## src/rtl/lsu_pkg.sv

```systemverilog
// Shared types for the load/store unit: funct3 codes, FSM encoding
// and request-check helpers.
package lsu_pkg;

  localparam logic [2:0] F3_LB  = 3'b000;
  localparam logic [2:0] F3_LH  = 3'b001;
  localparam logic [2:0] F3_LW  = 3'b010;
  localparam logic [2:0] F3_LBU = 3'b100;
  localparam logic [2:0] F3_LHU = 3'b101;
  localparam logic [2:0] F3_SB  = 3'b000;
  localparam logic [2:0] F3_SH  = 3'b001;
  localparam logic [2:0] F3_SW  = 3'b010;

  typedef enum logic [2:0] {
    IDLE,
    RD,
    WR,
    RESP,
    FAULT
  } state_t;

  function automatic logic f3_ok(input logic [2:0] f3);
    return f3 inside {F3_LB, F3_LH, F3_LW, F3_LBU, F3_LHU};
  endfunction

  function automatic logic misaligned(
    input logic [2:0] f3,
    input logic [1:0] off
  );
    return (f3[1:0] == F3_SH[1:0] && off[0])
        || (f3[1:0] == F3_SW[1:0] && off != 2'b00);
  endfunction

endpackage

```

## src/rtl/lsu_if.sv

```systemverilog
// Core request/response and data-memory strobe bundle.
// slave is the LSU view; master is the core + dmem view.
interface lsu_if;
  logic        req_valid;
  logic        req_ready;
  logic        req_write;
  logic [2:0]  req_funct3;
  logic [31:0] req_addr;
  logic [31:0] req_wdata;
  logic [4:0]  req_rd;
  logic        resp_valid;
  logic [31:0] resp_rdata;
  logic [4:0]  resp_rd;
  logic        fault;
  logic        dmem_read_ready;
  logic [31:0] dmem_read_address;
  logic [31:0] dmem_read_data;
  logic        dmem_read_valid;
  logic        dmem_write_ready;
  logic [31:0] dmem_write_address;
  logic [31:0] dmem_write_data;
  logic [3:0]  dmem_write_byte;
  logic        dmem_write_valid;

  modport slave (
    input  req_valid, req_write, req_funct3,
    input  req_addr, req_wdata, req_rd,
    input  dmem_read_data, dmem_read_valid,
    input  dmem_write_valid,
    output req_ready, resp_valid, resp_rdata,
    output resp_rd, fault,
    output dmem_read_ready, dmem_read_address,
    output dmem_write_ready, dmem_write_address,
    output dmem_write_data, dmem_write_byte
  );

  modport master (
    output req_valid, req_write, req_funct3,
    output req_addr, req_wdata, req_rd,
    output dmem_read_data, dmem_read_valid,
    output dmem_write_valid,
    input  req_ready, resp_valid, resp_rdata,
    input  resp_rd, fault,
    input  dmem_read_ready, dmem_read_address,
    input  dmem_write_ready, dmem_write_address,
    input  dmem_write_data, dmem_write_byte
  );
endinterface

```

## src/rtl/lsu_align.sv

```systemverilog
// Byte-lane steering: store byte enables and replicated write data,
// load lane extraction with sign/zero extension.
module lsu_align
  import lsu_pkg::*;
(
  input  logic [2:0]  st_funct3,
  input  logic [1:0]  st_off,
  input  logic [31:0] st_wdata,
  output logic [3:0]  st_byte,
  output logic [31:0] st_data,
  input  logic [2:0]  ld_funct3,
  input  logic [1:0]  ld_off,
  input  logic [31:0] ld_rdata,
  output logic [31:0] ld_data
);
  logic [7:0]  b;
  logic [15:0] h;

  always_comb begin
    st_byte = 4'b1111;
    st_data = st_wdata;
    unique case (1'b1)
      (st_funct3[1:0] == F3_SB[1:0]): begin
        st_byte = 4'b0001 << st_off;
        st_data = {4{st_wdata[7:0]}};
      end
      (st_funct3[1:0] == F3_SH[1:0]): begin
        st_byte = st_off[1] ? 4'b1100 : 4'b0011;
        st_data = {2{st_wdata[15:0]}};
      end
      default: ;
    endcase
  end

  always_comb begin
    b = ld_rdata[{ld_off, 3'b000} +: 8];
    h = ld_rdata[{ld_off[1], 4'b0000} +: 16];
    ld_data = ld_rdata;
    unique case (1'b1)
      (ld_funct3 == F3_LB):  ld_data = {{24{b[7]}}, b};
      (ld_funct3 == F3_LBU): ld_data = {24'h0, b};
      (ld_funct3 == F3_LH):  ld_data = {{16{h[15]}}, h};
      (ld_funct3 == F3_LHU): ld_data = {16'h0, h};
      default: ;
    endcase
  end
endmodule

```

## src/rtl/load_store_unit.sv

```systemverilog
// Memory stage: one load/store at a time against a synchronous dmem.
// Bad requests and dmem timeouts answer with a fault pulse instead.
module load_store_unit
  import lsu_pkg::*;
#(
  parameter int DMEMSIZE   = 131072,
  parameter int RD_TIMEOUT = 15
) (
  input logic  clk,
  input logic  reset,
  lsu_if.slave bus
);
  localparam int AW = $clog2(DMEMSIZE);
  localparam int CW = $clog2(RD_TIMEOUT + 1);
  localparam logic [CW-1:0] LAST = CW'(RD_TIMEOUT - 1);

  state_t        state;
  logic [2:0]    f3_q;
  logic [1:0]    off_q;
  logic [4:0]    rd_q;
  logic [CW-1:0] cnt;
  logic          accept;
  logic          bad;
  logic [3:0]    st_byte;
  logic [31:0]   st_data;
  logic [31:0]   ld_data;

  assign accept = bus.req_valid && bus.req_ready;
  assign bad = !f3_ok(bus.req_funct3)
    || misaligned(bus.req_funct3, bus.req_addr[1:0])
    || (|(bus.req_addr >> AW));

  lsu_align u_align (
    .st_funct3 (bus.req_funct3),
    .st_off    (bus.req_addr[1:0]),
    .st_wdata  (bus.req_wdata),
    .st_byte   (st_byte),
    .st_data   (st_data),
    .ld_funct3 (f3_q),
    .ld_off    (off_q),
    .ld_rdata  (bus.dmem_read_data),
    .ld_data   (ld_data)
  );

  always_ff @(posedge clk or posedge reset) begin
    if (reset) begin
      state                  <= IDLE;
      f3_q                   <= '0;
      off_q                  <= '0;
      rd_q                   <= '0;
      cnt                    <= '0;
      bus.req_ready          <= 1'b1;
      bus.resp_valid         <= 1'b0;
      bus.resp_rdata         <= '0;
      bus.resp_rd            <= '0;
      bus.fault              <= 1'b0;
      bus.dmem_read_ready    <= 1'b0;
      bus.dmem_read_address  <= '0;
      bus.dmem_write_ready   <= 1'b0;
      bus.dmem_write_address <= '0;
      bus.dmem_write_data    <= '0;
      bus.dmem_write_byte    <= '0;
    end else begin
      bus.dmem_read_ready  <= 1'b0;
      bus.dmem_write_ready <= 1'b0;
      bus.resp_valid       <= 1'b0;
      bus.fault            <= 1'b0;
      unique case (state)
        IDLE: if (accept) begin
          f3_q          <= bus.req_funct3;
          off_q         <= bus.req_addr[1:0];
          rd_q          <= bus.req_rd;
          cnt           <= '0;
          bus.req_ready <= 1'b0;
          if (bad) begin
            state          <= FAULT;
            bus.resp_valid <= 1'b1;
            bus.fault      <= 1'b1;
            bus.resp_rdata <= '0;
            bus.resp_rd    <= '0;
          end else if (bus.req_write) begin
            state                  <= WR;
            bus.dmem_write_ready   <= 1'b1;
            bus.dmem_write_address <= {bus.req_addr[31:2], 2'b00};
            bus.dmem_write_data    <= st_data;
            bus.dmem_write_byte    <= st_byte;
          end else begin
            state                 <= RD;
            bus.dmem_read_ready   <= 1'b1;
            bus.dmem_read_address <= {bus.req_addr[31:2], 2'b00};
          end
        end
        RD: begin
          if (bus.dmem_read_valid) begin
            state          <= RESP;
            bus.resp_valid <= 1'b1;
            bus.resp_rdata <= ld_data;
            bus.resp_rd    <= rd_q;
          end else if (cnt == LAST) begin
            state          <= FAULT;
            bus.resp_valid <= 1'b1;
            bus.fault      <= 1'b1;
            bus.resp_rdata <= '0;
            bus.resp_rd    <= '0;
          end else begin
            cnt <= cnt + 1'b1;
          end
        end
        WR: begin
          if (bus.dmem_write_valid) begin
            state          <= RESP;
            bus.resp_valid <= 1'b1;
            bus.resp_rdata <= '0;
            bus.resp_rd    <= '0;
          end else if (cnt == LAST) begin
            state          <= FAULT;
            bus.resp_valid <= 1'b1;
            bus.fault      <= 1'b1;
            bus.resp_rdata <= '0;
            bus.resp_rd    <= '0;
          end else begin
            cnt <= cnt + 1'b1;
          end
        end
        RESP, FAULT: begin
          state         <= IDLE;
          bus.req_ready <= 1'b1;
        end
        default: begin
          state         <= IDLE;
          bus.req_ready <= 1'b1;
        end
      endcase
    end
  end
endmodule

```

## src/flat_wrapper.sv

```systemverilog
// flat-port wrapper written by rule: the top's interface ports become plain ports
module load_store_unit_flat import lsu_pkg::*;
#(
  parameter int DMEMSIZE   = 131072,
  parameter int RD_TIMEOUT = 15
)
  (clk, reset, bus_req_valid, bus_req_write, bus_req_funct3, bus_req_addr, bus_req_wdata, bus_req_rd, bus_dmem_read_data, bus_dmem_read_valid, bus_dmem_write_valid, bus_req_ready, bus_resp_valid, bus_resp_rdata, bus_resp_rd, bus_fault, bus_dmem_read_ready, bus_dmem_read_address, bus_dmem_write_ready, bus_dmem_write_address, bus_dmem_write_data, bus_dmem_write_byte);
  lsu_if bus_i ();
  input logic clk;
  input logic reset;
  input wire logic [$bits(bus_i.req_valid)-1:0] bus_req_valid;
  input wire logic [$bits(bus_i.req_write)-1:0] bus_req_write;
  input wire logic [$bits(bus_i.req_funct3)-1:0] bus_req_funct3;
  input wire logic [$bits(bus_i.req_addr)-1:0] bus_req_addr;
  input wire logic [$bits(bus_i.req_wdata)-1:0] bus_req_wdata;
  input wire logic [$bits(bus_i.req_rd)-1:0] bus_req_rd;
  input wire logic [$bits(bus_i.dmem_read_data)-1:0] bus_dmem_read_data;
  input wire logic [$bits(bus_i.dmem_read_valid)-1:0] bus_dmem_read_valid;
  input wire logic [$bits(bus_i.dmem_write_valid)-1:0] bus_dmem_write_valid;
  output wire logic [$bits(bus_i.req_ready)-1:0] bus_req_ready;
  output wire logic [$bits(bus_i.resp_valid)-1:0] bus_resp_valid;
  output wire logic [$bits(bus_i.resp_rdata)-1:0] bus_resp_rdata;
  output wire logic [$bits(bus_i.resp_rd)-1:0] bus_resp_rd;
  output wire logic [$bits(bus_i.fault)-1:0] bus_fault;
  output wire logic [$bits(bus_i.dmem_read_ready)-1:0] bus_dmem_read_ready;
  output wire logic [$bits(bus_i.dmem_read_address)-1:0] bus_dmem_read_address;
  output wire logic [$bits(bus_i.dmem_write_ready)-1:0] bus_dmem_write_ready;
  output wire logic [$bits(bus_i.dmem_write_address)-1:0] bus_dmem_write_address;
  output wire logic [$bits(bus_i.dmem_write_data)-1:0] bus_dmem_write_data;
  output wire logic [$bits(bus_i.dmem_write_byte)-1:0] bus_dmem_write_byte;
  assign bus_i.req_valid = bus_req_valid;
  assign bus_i.req_write = bus_req_write;
  assign bus_i.req_funct3 = bus_req_funct3;
  assign bus_i.req_addr = bus_req_addr;
  assign bus_i.req_wdata = bus_req_wdata;
  assign bus_i.req_rd = bus_req_rd;
  assign bus_i.dmem_read_data = bus_dmem_read_data;
  assign bus_i.dmem_read_valid = bus_dmem_read_valid;
  assign bus_i.dmem_write_valid = bus_dmem_write_valid;
  assign bus_req_ready = bus_i.req_ready;
  assign bus_resp_valid = bus_i.resp_valid;
  assign bus_resp_rdata = bus_i.resp_rdata;
  assign bus_resp_rd = bus_i.resp_rd;
  assign bus_fault = bus_i.fault;
  assign bus_dmem_read_ready = bus_i.dmem_read_ready;
  assign bus_dmem_read_address = bus_i.dmem_read_address;
  assign bus_dmem_write_ready = bus_i.dmem_write_ready;
  assign bus_dmem_write_address = bus_i.dmem_write_address;
  assign bus_dmem_write_data = bus_i.dmem_write_data;
  assign bus_dmem_write_byte = bus_i.dmem_write_byte;
  load_store_unit #(.DMEMSIZE(DMEMSIZE), .RD_TIMEOUT(RD_TIMEOUT)) u_core (.clk(clk), .reset(reset), .bus(bus_i));
endmodule
```

## config.mk

```make
export PLATFORM = sky130hd
export DESIGN_NAME = load_store_unit_flat
export DESIGN_NICKNAME = d
export VERILOG_FILES = /design/src/rtl/lsu_pkg.sv /design/src/rtl/lsu_if.sv /design/src/rtl/lsu_align.sv /design/src/rtl/load_store_unit.sv /design/src/flat_wrapper.sv
export SDC_FILE = /design/constraint.sdc
export NUM_CORES = 1
export LEC_CHECK = 0
export CAP_MARGIN = 10
export CORE_MARGIN = 2
export CORE_UTILIZATION = 40
export DETAILED_ROUTE_END_ITERATION = 6
export GPL_TIMING_DRIVEN = 0
export PLACE_DENSITY = 0.76
export SETUP_SLACK_MARGIN = 0.02
export SLEW_MARGIN = 25
export SYNTH_ARGS = -nofsm -noshare
export SYNTH_HDL_FRONTEND = slang
export SYNTH_SLANG_ARGS = --single-unit
```

## constraint.sdc

```tcl
create_clock -name clk -period 5.61 [get_ports clk]
set_clock_uncertainty 0.15 [all_clocks]
set_input_delay 1.683 -clock clk [delete_from_list [all_inputs] [get_ports clk]]
set_output_delay 1.683 -clock clk [all_outputs]
set_load 0.005 [all_outputs]
```

==> results of run 1 <==
## layout by cell type, fill, tap and decap left out, drive strengths merged, types with 2 or more instances in the layout
cell	netlist	final
a21oi	40	40
a22o	13	13
a31oi	2	2
a32o	2	2
and2	2	2
and3	2	2
and4	3	3
buf	25	30
bufinv	0	2
clkbuf	12	31
clkdlybuf4s50	0	247
clkinv	0	5
clkinvlp	0	4
conb	1	4
dfrtp	154	154
ha	2	2
inv	7	9
mux2	101	101
mux2i	11	11
nand2	18	18
nand2b	5	5
nand3	2	2
nand4	2	2
nor2	24	24
nor2b	41	41
nor3	4	4
nor4	3	3
o21ai	12	12
o21bai	6	6
o221ai	6	6
o22ai	2	2
o2bb2ai	23	23
or3b	2	2
## worst max-delay path, stage by stage
cell and delay, ns:
clkdlybuf4s50_1 0.40, nor4_1 0.31, nand4_1 0.19, nor2_2 0.33, and3_1 0.34, buf_2 0.30, mux2_2 0.36
## final timing paths
check                                                             start                                           end  slack, ns  cells after the start
setup / recovery                                       bus_req_addr[21]  u_core.bus.dmem_read_address[10]$_DFFE_PP0P_       1.83                      7
max in group asynchronous                                         reset  u_core.bus.dmem_read_address[28]$_DFFE_PP0P_       2.81                      5
min in group asynchronous                                         reset    u_core.bus.dmem_write_data[19]$_DFFE_PP0P_       1.52                      2
setup reg to reg                            u_core.state[1]$_DFFE_PP0N_          u_core.bus.resp_rdata[2]$_DFFE_PP0P_       3.25                      7
hold / removal             u_core.bus.dmem_write_address[6]$_DFFE_PP0P_  u_core.bus.dmem_write_address[6]$_DFFE_PP0P_       0.34                      1
hold reg to reg            u_core.bus.dmem_write_address[6]$_DFFE_PP0P_  u_core.bus.dmem_write_address[6]$_DFFE_PP0P_       0.34                      1
## flip-flops by register name, summed over array words and instances (netlist names), 4 cells and up
| signal | count |
|---|---|
| u_core.rd_q | 5 |
| u_core.bus.dmem_write_data | 32 |
| u_core.bus.dmem_read_address | 30 |
| u_core.bus.dmem_write_address | 30 |
| u_core.bus.dmem_write_byte | 4 |
| u_core.bus.resp_rd | 5 |
| u_core.bus.resp_rdata | 32 |
| u_core.cnt | 4 |
## stage by stage
step / instance area (um^2) / total power (uW)
after global routing: 10300 / 2510
after floorplan: 6880 / 1190
after detailed placement: 9740 / 1300
after CTS: 10300 / 2440
after global placement: 9630 / 1290
final: 10300 / 2420
## layer usage
| metal | track usage | vias up |
|---|---|---|
| li1 | - | 2465 |
| met1 | 0.266 | 2698 |
| met2 | 0.369 | 221 |
| met3 | 0.0721 | 34 |
| met4 | 0.0828 | 0 |
| met5 | 0 | - |
## Yosys cell counts, types with 2 or more instances
library cell	n	area, um^2
buf_12	3	60.1
nand3_1	2	10.0
o221ai_1	6	52.6
buf_4	7	52.6
nand2b_1	5	31.3
o2bb2ai_1	23	201
o21ai_0	12	60.1
o21bai_1	6	45.0
a21oi_1	40	200
clkbuf_1	12	45.0
dfrtp_1	154	3850
mux2_2	76	856
or3b_2	2	17.5
a32o_1	2	20.0
ha_1	2	25.0
mux2_1	5	56.3
nand4_1	2	12.5
inv_1	7	26.3
buf_1	3	11.3
mux2_4	20	300
nor3_1	4	20.0
buf_2	11	55.1
and4_1	2	17.5
o22ai_1	2	12.5
nand2_1	18	67.6
and2_1	2	12.5
a22o_1	13	114
and3_1	2	12.5
mux2i_1	11	110
nor4_1	3	18.8
nor2_1	23	86.3
nor2b_1	41	257
a31oi_1	2	12.5
## power by group
part | leakage (uW) | internal [uW] | switching (uW)
registers | 0.00216 | 1120 | 0
clock network | 0.000280 | 670 | 471
logic | 0.00223 | 96.2 | 68.3
total | 0.00468 | 1880 | 539
## cell type report
type / instances / area share
sequential: 155 / 0.376
inverter: 7 / 0.00291
tap: 220 / 0.0267
buffer: 37 / 0.0232
multi-input combinational: 339 / 0.265
timing repair buffer: 252 / 0.250
clock buffer: 19 / 0.0429
clock inverter: 13 / 0.0137
## kinds of logic after synthesis
group	Yosys count	synth area share
AOI/OAI and AO/OA	108	0.107
adders and majority gates	2	0.00364
buffers and inverters	44	0.0386
DFF	155	0.565
muxes	113	0.196
other	1	0.000546
and+or+nand+nor	112	0.0889
==> impl_metrics.ini, run 1 <==
[clocking]
cts.path.max_buffers = 2
root_buffer = clkbuf_16
htree_levels = 4
cts.clk_slew.worst_paths_ns = 0.06
cts_tree = yes
clock_latency_ns = 0.42
cts_resized = 0
clock_sinks = 155
post_cts_buffers = 0
postCtsHoldBufs = 0
cts-buffers-inserted = 17

[timing]
holdWs_ns = 0.335
fin_crit_sh = 0.674
min_period_ns = 3.78
relSlewSlack = 0.457
hold_viol = 0
fin_setup_tns_ns = 0
maxSlewViolCount = 0
rsz0062_at_grt = no
setup_slack_ns = 1.83
max_freq_mhz = 264
tightest_slew_ns = 0.815
setup_violations = 0

[critical_path]
cp-start-kind = input port
critical_path_arrival_ns = 3.94
critPathRequiredTime_ns = 5.76
endpoint_kind = register
critPathMaxFanout = 10
crit_type = in2reg

[power]
ir_drop_uv = 204
power_leakage_uw = 0.00468
powerDensity_nw_per_um2 = 235

[floorplanning]
die_width_um = 135
die_area_um2 = 18200
io_pins = 252
die_height_um = 135
rows = 47
start_util = 0.411
core_area_um2 = 16700

[place]
preCtsSetupSlack_ns = 1.35
port_buffers = 247
gp_congestion = 0.898
place_inst = 1010
detailedPlacementHpwl_mm = 15.2

[layout]
fin_util = 0.618
area_growth_pct = 50.3
fillers = 1325
multi_input_area_um2 = 2730
drive_gt1_frac = 0.196
final-seq-area_um2 = 3880
fin_nets = 921
num_antenna_cells = 0
fin_cells = 1042

[detailed_routing]
routed-wl-met2_mm = 9.77
vias_per_cell = 5.20
ant_nets = 0
wirelength_mm = 19.8
vias = 5418
first_pass_iters = 4
routedWlPerCell_um = 19.0
top_layer_used = met4
wl_met3_mm = 1.67
first_iter_violations = 307
route.detailed.drc = 0
wl_met1_mm = 7.91

[logic_synthesis]
yosysWarnings = 0
yosysUniqueCellTypes = 45
avgSynthCellArea_um2 = 12.8
seq_area_frac_synth = 0.565
synth_seq_cells = 155
ys.flop_type = dfrtp_1
netlist_area_um2 = 6870
synth_enable_flop_cells = 0
netlist_instances = 535
async_reset_ff_frac = 1.00

[worst_hold_path]
hp-class = reg2reg

[global_route]
grt_use_total = 0.221
grt_max_degree = 35
antenna_found_initial = 0
grt_pass1_wl_mm = 31.1
gr-total-overflow = 0
grt_pass1_vias = 5838

[flow_run]
cap_violations = 0

[outcome]
outcome = finished clean
No activity file was read; power rests on OpenSTA's default activity.
==> run 2: changes to the inputs <==
clock period = 3.1 ns   (was 5.61 ns; I/O delays follow)
==> impl_metrics.ini, run 2 (synthesis gave the netlist of run 1 again) <==
[global_route]
grt_use_total = 0.221
grt_max_degree = 35
gr-total-overflow = 0
grt_pass1_vias = 5838
antenna_found_initial = 0
grt_pass1_wl_mm = 31.1

[clocking]
cts-buffers-inserted = 17
postCtsHoldBufs = 0
cts.path.max_buffers = 2
cts_tree = yes
cts_resized = 0
cts.clk_slew.worst_paths_ns = 0.06
clock_latency_ns = 0.42
root_buffer = clkbuf_16
post_cts_buffers = 0
htree_levels = 4
clock_sinks = 155

[critical_path]
rr_worst_depth = 7
worstPathCellList = clkdlybuf4s50_1 > nor4_1 > nand4_1 > nor2_4 > and4_4 > buf_12 > buf_8 > mux2_1
slowest_delay_ns = 0.40
critPathMaxFanout = 10
crit_type = in2reg
cp-start-kind = input port
slowest_stage = clkdlybuf4s50_1
critical_path_arrival_ns = 3.03
critPathRequiredTime_ns = 3.24
endpoint_kind = register

[detailed_routing]
first_pass_iters = 4
routedWlPerCell_um = 19.0
vias = 5407
ant_nets = 0
first_iter_violations = 287
route.detailed.drc = 0
vias_per_cell = 5.19
wirelength_mm = 19.8

[power]
p_sw_frac = 0.222
powerDensity_nw_per_um2 = 424
ir_drop_uv = 368
power_leakage_uw = 0.00468
internal-power_uw = 3410
combinationalPowerShare = 0.068
clkPwrFrac = 0.471
power.net_switching_uw = 975
pwr-share-seq = 0.461

[timing]
setup_violations = 0
fin_crit_sh = 0.931
maxSlewViolCount = 0
tightest_slew_ns = 0.813
holdWs_ns = 0.335
min_period_ns = 2.89
relSlewSlack = 0.458
max_freq_mhz = 346
rsz0062_at_grt = no
hold_viol = 0
fin_setup_tns_ns = 0

[layout]
drive_gt1_frac = 0.197
most-common-layout-cells = clkdlybuf4s50_1, dfrtp_1, mux2_2, nor2b_1, a21oi_1
fillers = 1330
reg.largest.list = u_core.bus.dmem_write_data: 32 flops, u_core.bus.resp_rdata: 32 flops
fin_nets = 921
num_antenna_cells = 0
final_common_cell = clkdlybuf4s50_1
area_growth_pct = 50.4
fin_util = 0.618

[worst_hold_path]
hp-class = reg2reg
min_path_cells = 1

[floorplanning]
rows = 47
core_area_um2 = 16700
die_width_um = 135
start_util = 0.411
die_height_um = 135
die_area_um2 = 18200
io_pins = 252

[flow_run]
cap_violations = 0

[outcome]
outcome = finished clean

[place]
gp_congestion = 0.898
detailedPlacementHpwl_mm = 15.2
port_buffers = 247
run 2: cell count changes in the layout (fill, tap and decap cells not counted):
cell / previous run / this run
and3_1: 2 / 1
and3_2: 0 / 1
buf_2: 11 / 10
clkbuf_4: 0 / 1
nor2_2: 1 / 0
nor2_4: 0 / 1
run 2: metrics by stage:
stage | std cells | setup slack [ns] | instance area [um^2] | total power, uW
6_report | 1042 | 0.212 | 10300 | 4380
5_1_grt | 1042 | 0.0578 | 10300 | 4540
4_1_cts | 1042 | 0.0320 | 10300 | 4420
3_5_place_dp | 1010 | -0.411 | 9740 | 2360
3_3_place_gp | 1005 | -1.14 | 9630 | 2330
2_1_floorplan | 538 | 0.0619 | 6880 | 2150
run 2: cell type report:
cell class | instances | area (um^2) | area share
inverter | 7 | 30.0 | 0.00291
timing repair buffer | 252 | 2580 | 0.250
tap | 220 | 275 | 0.0267
clock buffer | 19 | 443 | 0.0429
multi-input combinational | 339 | 2740 | 0.265
sequential | 155 | 3880 | 0.376
clock inverter | 13 | 141 | 0.0137
buffer | 37 | 241 | 0.0234
run 2: final timing paths:
path	endpoint	from	slack, ns
setup / recovery	u_core.bus.dmem_write_address[3]$_DFFE_PP0P_	bus_req_addr[21]	0.21
hold / removal	u_core.bus.dmem_write_address[6]$_DFFE_PP0P_	u_core.bus.dmem_write_address[6]$_DFFE_PP0P_	0.33
setup reg to reg	u_core.bus.resp_rdata[3]$_DFFE_PP0P_	u_core.state[1]$_DFFE_PP0N_	0.75
hold reg to reg	u_core.bus.dmem_write_address[6]$_DFFE_PP0P_	u_core.bus.dmem_write_address[6]$_DFFE_PP0P_	0.33
max in group asynchronous	u_core.bus.dmem_write_address[16]$_DFFE_PP0P_	reset	1.05
min in group asynchronous	u_core.bus.dmem_write_data[19]$_DFFE_PP0P_	reset	0.76
run 2: power by group through the flow:
stage,Clock [uW],Combinational [uW],Sequential (uW)
final,2060,298,2020
after global routing,2200,322,2020
after CTS,2100,300,2020
after detailed placement,0,299,2060
after global placement,0,274,2060
after floorplan,0,92.0,2060
run 2: critical path, delay by kind of cell:
family	cells	cell delay, ns
buffers and inverters	3	0.69
multiplexers	1	0.33
AND/OR/NAND/NOR	4	1.07
run 2: layer usage:
layer	share of wire	track usage	vias up
met5	0	0	-
met4	0.022	0.0828	0
met3	0.088	0.0721	32
met2	0.50	0.369	219
met1	0.39	0.266	2696
li1	-	-	2460
